[src/rtl/td4_pkg.sv]
// Shared opcode encodings for the TD4-class core (bit-reversed TD4 encoding).
package td4_pkg;

    localparam logic [3:0] OP_ADD_A   = 4'b0000;
    localparam logic [3:0] OP_MOV_BA  = 4'b0010;
    localparam logic [3:0] OP_IN_A    = 4'b0100;
    localparam logic [3:0] OP_IN_B    = 4'b0110;
    localparam logic [3:0] OP_JNC     = 4'b0111;
    localparam logic [3:0] OP_MOV_AB  = 4'b1000;
    localparam logic [3:0] OP_OUT_B   = 4'b1001;
    localparam logic [3:0] OP_ADD_B   = 4'b1010;
    localparam logic [3:0] OP_MOV_AIM = 4'b1100;
    localparam logic [3:0] OP_OUT_IM  = 4'b1101;
    localparam logic [3:0] OP_MOV_BIM = 4'b1110;
    localparam logic [3:0] OP_JMP     = 4'b1111;

endpackage

[src/rtl/td4_alu.sv]
// Combinational DW-bit adder with carry-out for the TD4 core.
module td4_alu #(
    parameter int unsigned DW = 4
) (
    input  logic [DW-1:0] i_operand,
    input  logic [DW-1:0] i_imm,
    output logic [DW-1:0] o_sum,
    output logic          o_cout
);

    logic [DW:0] w_sum;

    assign w_sum  = {1'b0, i_operand} + {1'b0, i_imm};
    assign o_sum  = w_sum[DW-1:0];
    assign o_cout = w_sum[DW];

endmodule

[src/rtl/td4_core_param.sv]
// Parametrised TD4-class accumulator core: one instruction per enabled clock,
// instruction fetched combinationally from external ROM at pc_out.
module td4_core_param
    import td4_pkg::*;
#(
    parameter int unsigned DW = 4,
    parameter int unsigned AW = 4
) (
    input  logic          clk,
    input  logic          rst_n,
    input  logic          en,
    input  logic [3:0]    opcode,
    input  logic [DW-1:0] immediate,
    input  logic [DW-1:0] in_port,
    output logic [AW-1:0] pc_out,
    output logic [DW-1:0] reg_a,
    output logic [DW-1:0] reg_b,
    output logic [DW-1:0] out_port,
    output logic          carry
);

    logic [AW-1:0] r_pc;
    logic [DW-1:0] r_a;
    logic [DW-1:0] r_b;
    logic [DW-1:0] r_out;
    logic          r_carry;

    logic [AW-1:0] w_pc_d;
    logic [DW-1:0] w_a_d;
    logic [DW-1:0] w_b_d;
    logic [DW-1:0] w_out_d;
    logic          w_carry_d;

    logic [DW-1:0] w_alu_op;
    logic [DW-1:0] w_alu_sum;
    logic          w_alu_cout;
    logic [AW-1:0] w_jmp_tgt;

    assign w_alu_op = (opcode == OP_ADD_B) ? r_b : r_a;

    td4_alu #(
        .DW (DW)
    ) u_alu (
        .i_operand (w_alu_op),
        .i_imm     (immediate),
        .o_sum     (w_alu_sum),
        .o_cout    (w_alu_cout)
    );

    // Size cast zero-extends when DW<AW and keeps the low AW bits otherwise.
    assign w_jmp_tgt = AW'(immediate);

    always_comb begin
        w_pc_d    = r_pc + AW'(1);
        w_a_d     = r_a;
        w_b_d     = r_b;
        w_out_d   = r_out;
        w_carry_d = 1'b0;
        case (opcode)
            OP_ADD_A: begin
                w_a_d     = w_alu_sum;
                w_carry_d = w_alu_cout;
            end
            OP_ADD_B: begin
                w_b_d     = w_alu_sum;
                w_carry_d = w_alu_cout;
            end
            OP_MOV_AB:  w_a_d   = r_b;
            OP_MOV_BA:  w_b_d   = r_a;
            OP_MOV_AIM: w_a_d   = immediate;
            OP_MOV_BIM: w_b_d   = immediate;
            OP_IN_A:    w_a_d   = in_port;
            OP_IN_B:    w_b_d   = in_port;
            OP_OUT_B:   w_out_d = r_b;
            OP_OUT_IM:  w_out_d = immediate;
            OP_JMP:     w_pc_d  = w_jmp_tgt;
            OP_JNC: begin
                if (!r_carry) begin
                    w_pc_d = w_jmp_tgt;
                end
            end
            default: ;
        endcase
    end

    always_ff @(posedge clk or negedge rst_n) begin
        if (!rst_n) begin
            r_pc    <= '0;
            r_a     <= '0;
            r_b     <= '0;
            r_out   <= '0;
            r_carry <= 1'b0;
        end else if (en) begin
            r_pc    <= w_pc_d;
            r_a     <= w_a_d;
            r_b     <= w_b_d;
            r_out   <= w_out_d;
            r_carry <= w_carry_d;
        end
    end

    assign pc_out   = r_pc;
    assign reg_a    = r_a;
    assign reg_b    = r_b;
    assign out_port = r_out;
    assign carry    = r_carry;

endmodule

[config.mk]
export PLATFORM = sky130hd
export DESIGN_NAME = td4_core_param
export DESIGN_NICKNAME = d
export VERILOG_FILES = /design/src/rtl/td4_pkg.sv /design/src/rtl/td4_alu.sv /design/src/rtl/td4_core_param.sv
export SDC_FILE = /design/constraint.sdc
export NUM_CORES = 1
export LEC_CHECK = 0
export ABC_AREA = 1
export BUFFER_PORTS_ARGS = -buffer_cell sky130_fd_sc_hd__clkbuf_2
export CAP_MARGIN = 20
export CORE_AREA = 5 5 68 70
export CTS_CLUSTER_SIZE = 8
export DETAILED_ROUTE_END_ITERATION = 6
export DIE_AREA = 0 0 73 75
export HOLD_SLACK_MARGIN = 0.12
export SETUP_SLACK_MARGIN = 0.4
export SKIP_CTS_REPAIR_TIMING = 1
export SLEW_MARGIN = 20
export SYNTH_ARGS = -nofsm -noshare
export SYNTH_HDL_FRONTEND = slang
export SYNTH_SLANG_ARGS = --single-unit
export TNS_END_PERCENT = 5
[constraint.sdc]
create_clock -name clk -period 2.1 [get_ports clk]
set_input_delay 0.525 -clock clk [delete_from_list [all_inputs] [get_ports clk]]
set_output_delay 0.525 -clock clk [all_outputs]
set_load 0.03 [all_outputs]
==> out/qor.yml <==
outcome: "completed"
cp_slowest_stage_delay_ps: 380
vdd_ir_drop_max_v: 0.0002655
synth_compound_area_share_pct: 12.95
h-tree-depth: 1
syn-instance-count: 196
synth_simple_gate_area_share_pct: 37.71
number_of_i_o_port_buffers: 31
die_h_um: 75
overall_global_routing_usage_pct: 16.18
std_cell_rows: 23
largest_family_of_logic_cells_by_synthesized_area: "simple AND/OR/NAND/NOR gates"
criticalPathCategory: "primary input to flip-flop"
worst_setup_path_start_kind: "primary input"
report.final.setup_viol: 0
post_synthesis_share_of_cell_area_spent_on_xor_and_xnor_gates_pct: 0.6667
clock_slew_at_the_register_clock_pins_of_the_worst_setup_and_hold_paths_ps: 80
worst-slew-pin-transition_ps: 470.6
report.final.slew_viol_count: 0
seq_area_frac_synth_pct: 32.38
post_drt_via_cell_ratio: 4.784
hold_ws_ps: 198.6
core-area_mm2: 0.003914
antennaDiodeCount: 0
netlist_area_mm2: 0.001314
die_area_mm2: 0.005475
seq_cells_post_synth: 17
ctsRootBufferMaster: "clkbuf_8"
timing.critical_path.required_ps: 2260
pwr_density_cell_mw_per_mm2: 840.8
total_overflow_reported_by_the_global_router: 0
number_of_warnings_reported_in_the_yosys_synthesis_log: 0
synthFlopType: "dfrtp_1"
postSynthAreaPerCell_um2: 6.703
synth_top_area_share_pct: 32.38
p_int_w: 0.0007599
muxShareOfSynthArea_pct: 2.286
max_cap_viol_count: 0
route.antenna.remaining_nets: 0
post-route-cell-area_mm2: 0.001669
post_synth_most_frequent_cells: "nand2_1, inv_1, nor2_1"
die_x_um: 73
synth.net_count: 218
area_growth_syn_to_layout_pct: 27.05
switchingPower_w: 0.0006434
synth_enable_flop_cells: 0
dpl_cell_area_mm2: 0.001617
worst_slew_margin_rel_pct: 68.62
global_route_wire_length_before_repair_mm: 6.789
synth_area_leader_cell: "dfrtp_1"
layout_worst_path_cycle_share_pct: 88.32
fraction_of_registers_with_async_set_reset_pct: 100.0
vias_in_the_first_global_route: 1455
post-route-min-period_ps: 1855
layout.nets: 264
timing.critical_path.arrival_ps: 2010
drtPass1Iterations: 4
detailedPlacementHpwl_mm: 3.136
fmax_mhz: 539.1
path_common_cell: "nand2_1"
ys_top_cells_by_area: "dfrtp_1, nand2_1, nand3_1, o21ai_0, ha_1"
share_seq_of_total_power_pct: 35.2
type_of_the_worst_min_delay_path: "primary input to asynchronous set/reset pin"
clkPwrFrac_pct: 18.8
detail_route.iter0.violations: 90
total_length_of_routed_wires_mm: 3.977
grt_antenna_before_repair: 0
tritoncts: "done"
fraction_of_layout_instances_using_a_drive_strength_above_1_pct: 25.31
clk-insertion-delay-late_ps: 260
crit_path_max_delay_cell_type: "fa_2"
rsz_0062_raised_after_global_routing: "true"
power.leakage_nw: 0.9225
grt_max_degree: 18
synth_adder_area_share_pct: 7.238
timing.clock.skew_ps: 6.753
worstPathCellList: "clkbuf_2, inv_2, nor2_4, nand2_4, mux2_4, fa_2, xor2_1, o21bai_1, inv_1, nand2_1, nand2_1"
synth.distinct_cells: 23
io_pins: 32
power_share_of_the_combinational_group_pct: 46.1
route.detailed.drc: 0
starting_density_pct: 33.57
globalplace.congestion: 0.9281
hold_violations: 0
clk_path_buf_depth: 2
timing.critical_path.to_type: "flip-flop"
switching_share_of_power_pct: 45.85
worst-path-max-fanout: 5
number_of_buffers_created_by_cts: 3
clock-sinks: 17
route.detailed.wl_per_inst_um: 13.67
vias: 1392
synth.most_common_cell: "nand2_1"
## registers in the layout, summed over array words and instances (netlist names)
register / flops
carry: 1
out_port: 4
pc_out: 4
reg_a: 4
reg_b: 4
## per-stage QoR
step	cells	total power [W]	setup TNS (ps)	util [%]	setup WS, ps
floorplan	196	0.0009159	0	-	35.22
global placement	287	0.001140	-104.6	41.30	-47.40
detailed placement	287	0.001140	-225.1	41.30	-46.34
CTS	291	0.001412	0	42.49	208.9
global route	291	0.001516	0	42.65	120.5
finish	291	0.001403	0	42.65	245.2
## metal layers
layer	vias up	global-route usage (%)	routed length, µm
li1	726	-	-
met1	625	20.80	1954
met2	28	25.52	1797
met3	13	3.071	114
met4	0	9.016	110
met5	-	0	0
## final timing paths
check                      depth (start not counted)                       to                    start  slack [ps]
setup reg to reg                                   7     reg_a[2]$_DFFE_PN0P_     reg_b[1]$_DFFE_PN0P_         420
min in group clk                                   2  out_port[0]$_DFFE_PN0P_  out_port[0]$_DFFE_PN0P_         490
setup / recovery                                  11     reg_a[2]$_DFFE_PN0P_                opcode[1]         250
hold reg to reg                                    2  out_port[0]$_DFFE_PN0P_  out_port[0]$_DFFE_PN0P_         490
max in group asynchronous                          1     reg_a[2]$_DFFE_PN0P_                    rst_n        1570
hold / removal                                     1        carry$_DFFE_PN0P_                    rst_n         200
## layout make-up
type                       instances  area [µm²]
inverter                          21       81.33
timing repair buffer              43       245.2
tap                               50       62.56
fill                             432        2245
clock buffer                       3       41.29
sequential                        17       425.4
clock inverter                     1       5.005
multi-input combinational        156       808.3
## cell families after synthesis
group,count (synthesis)
flops,17
compound gates,32
xor+xnor,1
buf+inv,23
simple gates,114
fa+ha+maj,7
mux,2
## cells in the final DEF (no fill, tap or decap)
| master | netlist | final |
|---|---|---|
| dfrtp_1 | 17 | 17 |
| nand2_1 | 70 | 70 |
| ha_2 | 0 | 1 |
| clkbuf_2 | 0 | 31 |
| a21oi_1 | 10 | 9 |
| a21oi_2 | 1 | 2 |
| inv_2 | 3 | 2 |
| nand4_1 | 3 | 3 |
| nand2_4 | 2 | 2 |
| nand3_1 | 17 | 17 |
| nor2_4 | 1 | 1 |
| clkinv_2 | 0 | 1 |
| o21bai_1 | 2 | 2 |
| nor2_1 | 18 | 18 |
| nand2_2 | 1 | 1 |
| o21ai_1 | 1 | 1 |
| inv_1 | 18 | 18 |
| mux2_4 | 2 | 2 |
| clkbuf_8 | 0 | 3 |
| nor3_4 | 1 | 1 |
| ha_1 | 6 | 5 |
| o22ai_1 | 1 | 1 |
| fa_2 | 0 | 1 |
| nor3_1 | 1 | 1 |
| o21ai_0 | 17 | 17 |
| xor2_1 | 1 | 1 |
| buf_4 | 0 | 12 |
| inv_4 | 0 | 1 |
## power groups by stage
| stage | logic [W] | clock network [W] | registers (W) |
|---|---|---|---|
| 6_report | 0.000647 | 0.000263 | 0.000494 |
| 5_1_grt | 0.000723 | 0.000285 | 0.000508 |
| 4_1_cts | 0.000646 | 0.000274 | 0.000492 |
| 3_5_place_dp | 0.000643 | 0 | 0.000497 |
| 3_3_place_gp | 0.000638 | 0 | 0.000502 |
| 2_1_floorplan | 0.000266 | 0 | 0.000650 |
## worst max-delay path, delay by kind of cell
kind,cells,cell delay [ps]
AND/OR/NAND/NOR,4,300
adder cells (fa/ha/maj),1,380
buffers and inverters,3,200
AO/OA/AOI/OAI,1,130
multiplexers,1,320
XOR/XNOR,1,160
(Power assumes the default switching activity.)
